<file path="config.mk">
export PLATFORM = sky130hd
export DESIGN_NAME = lut_access_arb_flat
export DESIGN_NICKNAME = d
export VERILOG_FILES = /design/src/rtl/lut_access_arb_if.sv /design/src/rtl/lut_access_arb.sv /design/src/flat_wrapper.sv
export SDC_FILE = /design/constraint.sdc
export NUM_CORES = 1
export LEC_CHECK = 0
export CAP_MARGIN = 0
export CORE_AREA = 2 2 85 87
export CTS_CLUSTER_DIAMETER = 50
export DETAILED_ROUTE_END_ITERATION = 16
export DIE_AREA = 0 0 87 89
export HOLD_SLACK_MARGIN = 0.15
export MAX_ROUTING_LAYER = met4
export PLACE_DENSITY = 0.77
export SYNTH_ARGS = -nofsm -noshare
export SYNTH_HDL_FRONTEND = slang
export SYNTH_SLANG_ARGS = --single-unit
</file>
<file path="constraint.sdc">
create_clock -name clock -period 1.26 [get_ports clock]
set_input_delay 0.252 -clock clock [delete_from_list [all_inputs] [get_ports clock]]
set_output_delay 0.252 -clock clock [all_outputs]
set_load 0.01 [all_outputs]
</file>
<file path="src/rtl/lut_access_arb_if.sv">
// Handshake bundle between the LUT arbiter, its two read requesters, the loader and the LUT macro.
// slave = arbiter side; master = requesters + loader + LUT side.
interface lut_access_arb_if #(
  parameter int ADDR_WIDTH = 12
);
  logic                  rd0_valid;
  logic [ADDR_WIDTH-1:0] rd0_addr;
  logic                  rd0_ready;
  logic                  rd1_valid;
  logic [ADDR_WIDTH-1:0] rd1_addr;
  logic                  rd1_ready;

  logic                  rsp0_valid;
  logic [31:0]           rsp0_data;
  logic                  rsp0_err;
  logic                  rsp1_valid;
  logic [31:0]           rsp1_data;
  logic                  rsp1_err;

  logic                  wr_valid;
  logic [ADDR_WIDTH-1:0] wr_addr;
  logic [31:0]           wr_data;
  logic                  wr_ready;

  logic [ADDR_WIDTH-1:0] lut_address;
  logic [31:0]           lut_data;
  logic                  lut_rden;
  logic                  lut_wren;
  logic [31:0]           lut_q;

  modport slave (
    input  rd0_valid, rd0_addr, rd1_valid, rd1_addr,
    input  wr_valid, wr_addr, wr_data,
    input  lut_q,
    output rd0_ready, rd1_ready,
    output rsp0_valid, rsp0_data, rsp0_err,
    output rsp1_valid, rsp1_data, rsp1_err,
    output wr_ready,
    output lut_address, lut_data, lut_rden, lut_wren
  );

  modport master (
    output rd0_valid, rd0_addr, rd1_valid, rd1_addr,
    output wr_valid, wr_addr, wr_data,
    output lut_q,
    input  rd0_ready, rd1_ready,
    input  rsp0_valid, rsp0_data, rsp0_err,
    input  rsp1_valid, rsp1_data, rsp1_err,
    input  wr_ready,
    input  lut_address, lut_data, lut_rden, lut_wren
  );
endinterface

</file>
<file path="src/rtl/lut_access_arb.sv">
// Two-requester round-robin read arbiter in front of a single-port LUT with 2-cycle read latency.
// Define LUT_ARB_WRITE_PORT_EN to enable the priority write (load) path; otherwise the LUT is read-only.
module lut_access_arb #(
  parameter int DEPTH      = 3072,
  parameter int ADDR_WIDTH = 12
) (
  input logic             clock,
  input logic             reset,
  lut_access_arb_if.slave bus
);

  localparam logic [ADDR_WIDTH:0] DEPTH_W = (ADDR_WIDTH + 1)'(DEPTH);

  logic                  wr_go;
  logic                  rd_go;
  logic                  gnt_port;
  logic [ADDR_WIDTH-1:0] gnt_addr;
  logic                  gnt_err;

  logic ptr_q, ptr_d;
  logic s1_valid_q, s1_port_q, s1_err_q;
  logic s2_valid_q, s2_port_q, s2_err_q;
  logic rsp_live;

`ifdef LUT_ARB_WRITE_PORT_EN
  assign wr_go           = bus.wr_valid & ~reset;
  assign bus.lut_data    = bus.wr_data;
  assign bus.lut_address = wr_go ? bus.wr_addr : gnt_addr;
`else
  logic unused_wr;
  assign unused_wr       = ^{bus.wr_valid, bus.wr_addr, bus.wr_data};
  assign wr_go           = 1'b0;
  assign bus.lut_data    = 32'd0;
  assign bus.lut_address = gnt_addr;
`endif

  // A write owns the LUT for the whole cycle; reads only arbitrate when it is free.
  always_comb begin
    rd_go    = 1'b0;
    gnt_port = 1'b0;
    if (!reset && !wr_go) begin
      if (bus.rd0_valid && bus.rd1_valid) begin
        rd_go    = 1'b1;
        gnt_port = ptr_q;
      end else if (bus.rd0_valid) begin
        rd_go    = 1'b1;
        gnt_port = 1'b0;
      end else if (bus.rd1_valid) begin
        rd_go    = 1'b1;
        gnt_port = 1'b1;
      end
    end
  end

  assign gnt_addr = gnt_port ? bus.rd1_addr : bus.rd0_addr;
  assign gnt_err  = ({1'b0, gnt_addr} >= DEPTH_W);
  assign ptr_d    = rd_go ? ~gnt_port : ptr_q;

  assign bus.rd0_ready = rd_go & ~gnt_port;
  assign bus.rd1_ready = rd_go & gnt_port;
  assign bus.wr_ready  = wr_go;
  assign bus.lut_wren  = wr_go;
  assign bus.lut_rden  = rd_go & ~gnt_err;

  always_ff @(posedge clock) begin
    if (reset) begin
      ptr_q      <= 1'b0;
      s1_valid_q <= 1'b0;
      s2_valid_q <= 1'b0;
    end else begin
      ptr_q      <= ptr_d;
      s1_valid_q <= rd_go;
      s2_valid_q <= s1_valid_q;
    end
    s1_port_q <= gnt_port;
    s1_err_q  <= gnt_err;
    s2_port_q <= s1_port_q;
    s2_err_q  <= s1_err_q;
  end

  // Stage 2 lines up with the LUT output register; reset also suppresses a response due this cycle.
  assign rsp_live = s2_valid_q & ~reset;

  assign bus.rsp0_valid = rsp_live & ~s2_port_q;
  assign bus.rsp1_valid = rsp_live & s2_port_q;
  assign bus.rsp0_err   = bus.rsp0_valid & s2_err_q;
  assign bus.rsp1_err   = bus.rsp1_valid & s2_err_q;
  assign bus.rsp0_data  = (bus.rsp0_valid && !s2_err_q) ? bus.lut_q : 32'd0;
  assign bus.rsp1_data  = (bus.rsp1_valid && !s2_err_q) ? bus.lut_q : 32'd0;

endmodule

</file>
<file path="src/flat_wrapper.sv">
// flat-port wrapper written by rule: the top's interface ports become plain ports
module lut_access_arb_flat 
#(
  parameter int DEPTH      = 3072,
  parameter int ADDR_WIDTH = 12
)
  (clock, reset, bus_rd0_valid, bus_rd0_addr, bus_rd1_valid, bus_rd1_addr, bus_wr_valid, bus_wr_addr, bus_wr_data, bus_lut_q, bus_rd0_ready, bus_rd1_ready, bus_rsp0_valid, bus_rsp0_data, bus_rsp0_err, bus_rsp1_valid, bus_rsp1_data, bus_rsp1_err, bus_wr_ready, bus_lut_address, bus_lut_data, bus_lut_rden, bus_lut_wren);
  lut_access_arb_if #(.ADDR_WIDTH(ADDR_WIDTH)) bus_i ();
  input logic clock;
  input logic reset;
  input wire logic [$bits(bus_i.rd0_valid)-1:0] bus_rd0_valid;
  input wire logic [$bits(bus_i.rd0_addr)-1:0] bus_rd0_addr;
  input wire logic [$bits(bus_i.rd1_valid)-1:0] bus_rd1_valid;
  input wire logic [$bits(bus_i.rd1_addr)-1:0] bus_rd1_addr;
  input wire logic [$bits(bus_i.wr_valid)-1:0] bus_wr_valid;
  input wire logic [$bits(bus_i.wr_addr)-1:0] bus_wr_addr;
  input wire logic [$bits(bus_i.wr_data)-1:0] bus_wr_data;
  input wire logic [$bits(bus_i.lut_q)-1:0] bus_lut_q;
  output wire logic [$bits(bus_i.rd0_ready)-1:0] bus_rd0_ready;
  output wire logic [$bits(bus_i.rd1_ready)-1:0] bus_rd1_ready;
  output wire logic [$bits(bus_i.rsp0_valid)-1:0] bus_rsp0_valid;
  output wire logic [$bits(bus_i.rsp0_data)-1:0] bus_rsp0_data;
  output wire logic [$bits(bus_i.rsp0_err)-1:0] bus_rsp0_err;
  output wire logic [$bits(bus_i.rsp1_valid)-1:0] bus_rsp1_valid;
  output wire logic [$bits(bus_i.rsp1_data)-1:0] bus_rsp1_data;
  output wire logic [$bits(bus_i.rsp1_err)-1:0] bus_rsp1_err;
  output wire logic [$bits(bus_i.wr_ready)-1:0] bus_wr_ready;
  output wire logic [$bits(bus_i.lut_address)-1:0] bus_lut_address;
  output wire logic [$bits(bus_i.lut_data)-1:0] bus_lut_data;
  output wire logic [$bits(bus_i.lut_rden)-1:0] bus_lut_rden;
  output wire logic [$bits(bus_i.lut_wren)-1:0] bus_lut_wren;
  assign bus_i.rd0_valid = bus_rd0_valid;
  assign bus_i.rd0_addr = bus_rd0_addr;
  assign bus_i.rd1_valid = bus_rd1_valid;
  assign bus_i.rd1_addr = bus_rd1_addr;
  assign bus_i.wr_valid = bus_wr_valid;
  assign bus_i.wr_addr = bus_wr_addr;
  assign bus_i.wr_data = bus_wr_data;
  assign bus_i.lut_q = bus_lut_q;
  assign bus_rd0_ready = bus_i.rd0_ready;
  assign bus_rd1_ready = bus_i.rd1_ready;
  assign bus_rsp0_valid = bus_i.rsp0_valid;
  assign bus_rsp0_data = bus_i.rsp0_data;
  assign bus_rsp0_err = bus_i.rsp0_err;
  assign bus_rsp1_valid = bus_i.rsp1_valid;
  assign bus_rsp1_data = bus_i.rsp1_data;
  assign bus_rsp1_err = bus_i.rsp1_err;
  assign bus_wr_ready = bus_i.wr_ready;
  assign bus_lut_address = bus_i.lut_address;
  assign bus_lut_data = bus_i.lut_data;
  assign bus_lut_rden = bus_i.lut_rden;
  assign bus_lut_wren = bus_i.lut_wren;
  lut_access_arb #(.DEPTH(DEPTH), .ADDR_WIDTH(ADDR_WIDTH)) u_core (.clock(clock), .reset(reset), .bus(bus_i));
endmodule
</file>
# After elaboration in Yosys (flattened, before gate mapping)
# Cells that the tools add are included.
[op_classes]
n_shift = 0
n_lt_le_gt_ge = 1
eq_ne = 0
mul = 0
n_addsub = 0
n_mux = 10
n_reduce_logical = 4
bitwise_logic = 12
div_mod_pow = 0
[op_table]
columns = ["operator", "n"]
rows = [
  ["32-bit 2-to-1 mux", 2],
  ["12-bit >= comparator (second input constant)", 1],
  ["12-bit 2-to-1 mux", 1],
  ["1-bit bitwise AND", 8],
  ["1-bit 2-to-1 mux", 7],
  ["1-bit NOT", 4],
  ["1-bit logical AND", 3],
  ["1-bit zero test", 1],
]
[word_totals]
in_bits = 105
mem_bits_ro = 0
ff_bits = 7
ramBits = 0
wordCells = 34
latchBits = 0
n_memories = 0
output_inout_bits = 117

# Logic depth before layout (Yosys ltp)
[logic_depth]
depth_word = 8
mapped_depth = 4
mapped_depth_nobuf = 4

# Worst setup path after synthesis
# OpenSTA, ideal clock, no wires.
[synth_path]
path_kind = "flip-flop to output port"
startpoint = "register u_core.ptr_q"
endpoint = "output port bus_lut_rden"
arrival_ps = 1076
required_time_ps = 1008
n_path_buf = 0
setup_slack_ps = -68
path_stages_with_launch = 5
cell_sequence = "dfxtp_1 > nand2b_2 > nand3_2 > inv_1 > a311oi_1"
[synth_via]
elab_chain_cells = 6
[synth_rtl]
columns = ["element", "line", "rtl"]
rows = [
  ["start, declared", "lut_access_arb.sv:20", "logic ptr_q, ptr_d;"],
  ["start signal, assigned", "lut_access_arb.sv:71", "ptr_q <= ptr_d;"],
  ["1-bit 2-to-1 mux", "lut_access_arb.sv:42", "if (bus.rd0_valid && bus.rd1_valid) begin"],
  ["1-bit 2-to-1 mux", "lut_access_arb.sv:41", "if (!reset && !wr_go) begin"],
  ["net u_core.gnt_port", "lut_access_arb.sv:16", "logic gnt_port;"],
  ["12-bit 2-to-1 mux", "lut_access_arb.sv:55", "assign gnt_addr = gnt_port ? bus.rd1_addr : bus.rd0_addr;"],
  ["12-bit >= comparator", "lut_access_arb.sv:56", "assign gnt_err = ({1'b0, gnt_addr} >= DEPTH_W);"],
  ["1-bit NOT", "lut_access_arb.sv:63", "assign bus.lut_rden = rd_go & ~gnt_err;"],
  ["1-bit bitwise AND", "lut_access_arb.sv:63", ""],
  ["end, declared", "flat_wrapper.sv:30", "output wire logic [$bits(bus_i.lut_rden)-1:0] bus_lut_rden;"],
]
# The timed path passes the listed nets, and every way through them passes these cells.

# Worst setup path after layout
[layout_path]
startpoint = "register u_core.s2_port_q"
endpoint = "output port bus_rsp0_data[27]"
[layout_via]
elab_chain_cells = 4
[layout_rtl]
columns = ["element", "line", "rtl"]
rows = [
  ["start, declared", "lut_access_arb.sv:22", "logic s2_valid_q, s2_port_q, s2_err_q;"],
  ["start signal, assigned", "lut_access_arb.sv:77", "s2_port_q <= s1_port_q;"],
  ["1-bit NOT", "lut_access_arb.sv:84", "assign bus.rsp0_valid = rsp_live & ~s2_port_q;"],
  ["1-bit bitwise AND", "lut_access_arb.sv:84", ""],
  ["1-bit logical AND", "lut_access_arb.sv:88", "assign bus.rsp0_data = (bus.rsp0_valid && !s2_err_q) ? bus.lut_q : 32'd0;"],
  ["32-bit 2-to-1 mux", "lut_access_arb.sv:88", ""],
  ["end, declared", "flat_wrapper.sv:22", "output wire logic [$bits(bus_i.rsp0_data)-1:0] bus_rsp0_data;"],
]
# Every way passes these cells.

==> impl_metrics.toml <==
[run_status]
status = "complete, but fails checks"
violations = "setup timing"

[setup_path]
r2r-start = "u_core.ptr_q"
rr_endpoint = "u_core.s1_err_q"
slowest_delay_ns = 0.32
rrSetupSlack_ns = 0.05
crit_required_ns = 1.01
worstSetupPathType = "flop to primary output"
crit_buf_inv = 4
critical_path_arrival_ns = 1.48
reg2regPathDepth = 6
critPathMaxFanout = 6
cpMostUsedCell = "buf_6"
crit_slowest_cell = "dfxtp_2"
worstPathCellList = "nor3b_4 > and2b_4 > buf_6 > buf_12 > buf_16 > and2_4 > buf_6"
end_kind = "primary output"
cp_top_family = "simple AND/OR/NAND/NOR gates"
critPathLaunchType = "flop"

[clock_network]
clock_latency_ns = 0.22
htree_levels = 1
cts_inserted_buffers = 3
clock_sinks = 7
clk_pin_slew_worst_paths_ns = 0.04
clk_path_buf_depth = 2
root_buffer = "clkbuf_8"
cts_tree = "built"

[routing]
wl_per_cell_um = 13.2
drc_errors = 0
ant_nets = 0
first_pass_iters = 4
viasPerCell = 3.78
drt_iter0_markers = 8
vias = 1494
finalWirelength_um = 5230

[global_route]
antenna_found_initial = 0
met3_usage = 0.0295
grt.overflow.total = 0
grt_max_degree = 13
grt_pass1_wl_um = 7380
top_usage_layer = "met2"
met2_usage = 0.245
grt.total_usage = 0.122
use_met1 = 0.124
first_global_vias = 1456

[logic_synthesis]
syn_area_sq_um = 1200
ys_ff_latch = 7
ys_seq_area_frac = 0.117
synthCells = 146
yosys.cell_types.count = 25
postSynthAreaPerCell_sq_um = 8.22
ys.warnings.count = 0

[place]
io_buffers = 142
post-place-ws_ns = -1.08
hpwl_um = 3920
gp_congestion = 0.728
dp.cells = 375

[die]
ios = 222
die_h_um = 89
die_w_um = 87
dieArea_sq_um = 7740
start_util = 0.179
rows = 30
coreArea_sq_um = 6720

[sta]
finalSetupViolations = 83
rsz0062_at_grt = "true"
holdWs_ns = 0.323
finalSetupTns_ns = -31.28
worst_slack_ns = -0.474
fin_skew_ns = 0.00230
fmax_mhz = 577
drv_slew = 0
hold_viol_final = 0
fin_crit_ns = 1.73
min_period_over_period = 1.38

[power_and_ir_drop]
ir_drop_uv = 471
seqPwrFrac = 0.197
leakagePower_uw = 0.00161
p_int_uw = 894
power_frac_comb = 0.552
power_switching_uw = 350
powerDensity_nw_per_um2 = 383
clkPwrFrac = 0.251
switching_share = 0.281

[cells_and_area]
fin_nets = 421
stdcell_count = 395
syn2layout_area_growth_pct = 171
diodes = 0
fillers = 629
drive_gt1_frac = 0.660
fin_util = 0.483

[min_path]
hp-start = "u_core.s1_port_q"
hold_depth = 0
hold_end = "u_core.s2_port_q"
holdCritPathClass = "flop to flop"

[flow_run]
drv_cap = 0
==> cell usage in the layout (no fill, tap or decap), types with 2 or more instances in the layout <==
cell,n
inv_2,2
dfxtp_1,4
buf_8,2
buf_12,5
conb_1,34
and2_4,61
clkdlybuf4s50_1,56
and2_1,5
buf_6,86
buf_16,3
buf_2,7
dfxtp_2,3
buf_4,11
dlygate4sd2_1,2
clkbuf_8,3
mux2_4,12
==> cells by family (layout without fill, tap and decap cells) <==
| group | Yosys count | in the layout | synth area share |
|---|---|---|---|
| other cells | 1 | 34 | 0.00313 |
| buf+inv | 45 | 181 | 0.291 |
| mux | 12 | 12 | 0.141 |
| simple gates | 76 | 76 | 0.420 |
| compound gates | 5 | 5 | 0.0282 |
| flops | 7 | 7 | 0.117 |
==> state kept, by name, summed over array words and instances (netlist names) <==
signal / flops
u_core.ptr_q: 1
u_core.s1_err_q: 1
u_core.s1_port_q: 1
u_core.s1_valid_q: 1
u_core.s2_err_q: 1
u_core.s2_port_q: 1
u_core.s2_valid_q: 1
==> synthesized netlist by cell type (all sizes together) <==
master / n / area share
and2: 66 / 0.35
inv: 4 / 0.013
nand3: 1 / 0.0083
a21oi: 1 / 0.0042
nand2: 1 / 0.0031
mux2: 12 / 0.14
o21ai: 1 / 0.0042
nor2b: 1 / 0.011
nand2b: 2 / 0.013
and2b: 2 / 0.016
a31o: 1 / 0.0073
nor3b: 1 / 0.010
conb: 1 / 0.0031
dfxtp: 7 / 0.12
and3b: 1 / 0.0083
nor2: 1 / 0.0031
a31oi: 1 / 0.0052
buf: 41 / 0.28
a311oi: 1 / 0.0073
==> metrics by stage <==
step	power [uW]	instance area (sq um)
2_1_floorplan	539	1460
3_3_place_gp	826	2810
3_5_place_dp	837	2810
4_1_cts	1230	3180
5_1_grt	1330	3250
6_report	1240	3250
==> repair_timing <==
item                                    in CTS  in global routing
gates cloned                                 5                  1
setup buffers                               10                  5
endpoints found under the setup margin      85                 84
gates resized for setup                    442                 20
hold buffers                                 0                  0
pin swaps                                   13                  5
==> area by class of cell <==
| cell class | instances | area, sq um | share of cell area |
|---|---|---|---|
| timing repair buffer | 173 | 1900 | 0.586 |
| sequential | 7 | 144 | 0.0443 |
| clock buffer | 4 | 45.0 | 0.0139 |
| multi-input combinational | 127 | 1040 | 0.320 |
| inverter | 4 | 17.5 | 0.00539 |
| tap | 80 | 100 | 0.0308 |
==> per-layer routing <==
layer	wire [um]	share of wire
met5	0	0
met4	14	0.0027
met3	510	0.097
met2	3000	0.57
met1	1710	0.33
==> worst max-delay path by stage <==
| stage | start | endpoint | cells past startpoint |
|---|---|---|---|
| 6_report | u_core.s2_port_q | bus_rsp0_data[27] | 7 |
| 5_1_grt | u_core.s2_port_q | bus_rsp0_data[9] | 7 |
| 4_1_cts | u_core.s2_port_q | bus_rsp0_data[9] | 7 |
| 3_5_place_dp | reset | bus_rsp0_data[3] | 7 |
| 3_3_place_gp | reset | bus_rsp0_data[1] | 7 |
| 2_1_floorplan | u_core.s2_port_q | bus_rsp0_data[17] | 4 |
==> power groups by stage <==
stage | logic (uW) | registers (uW) | clock network (uW)
global placement | 578 | 248 | 0
CTS | 668 | 245 | 320
finish | 687 | 245 | 312
floorplan | 292 | 247 | 0
global route | 734 | 247 | 352
detailed placement | 588 | 248 | 0
Power figures use the tool's default switching activity.
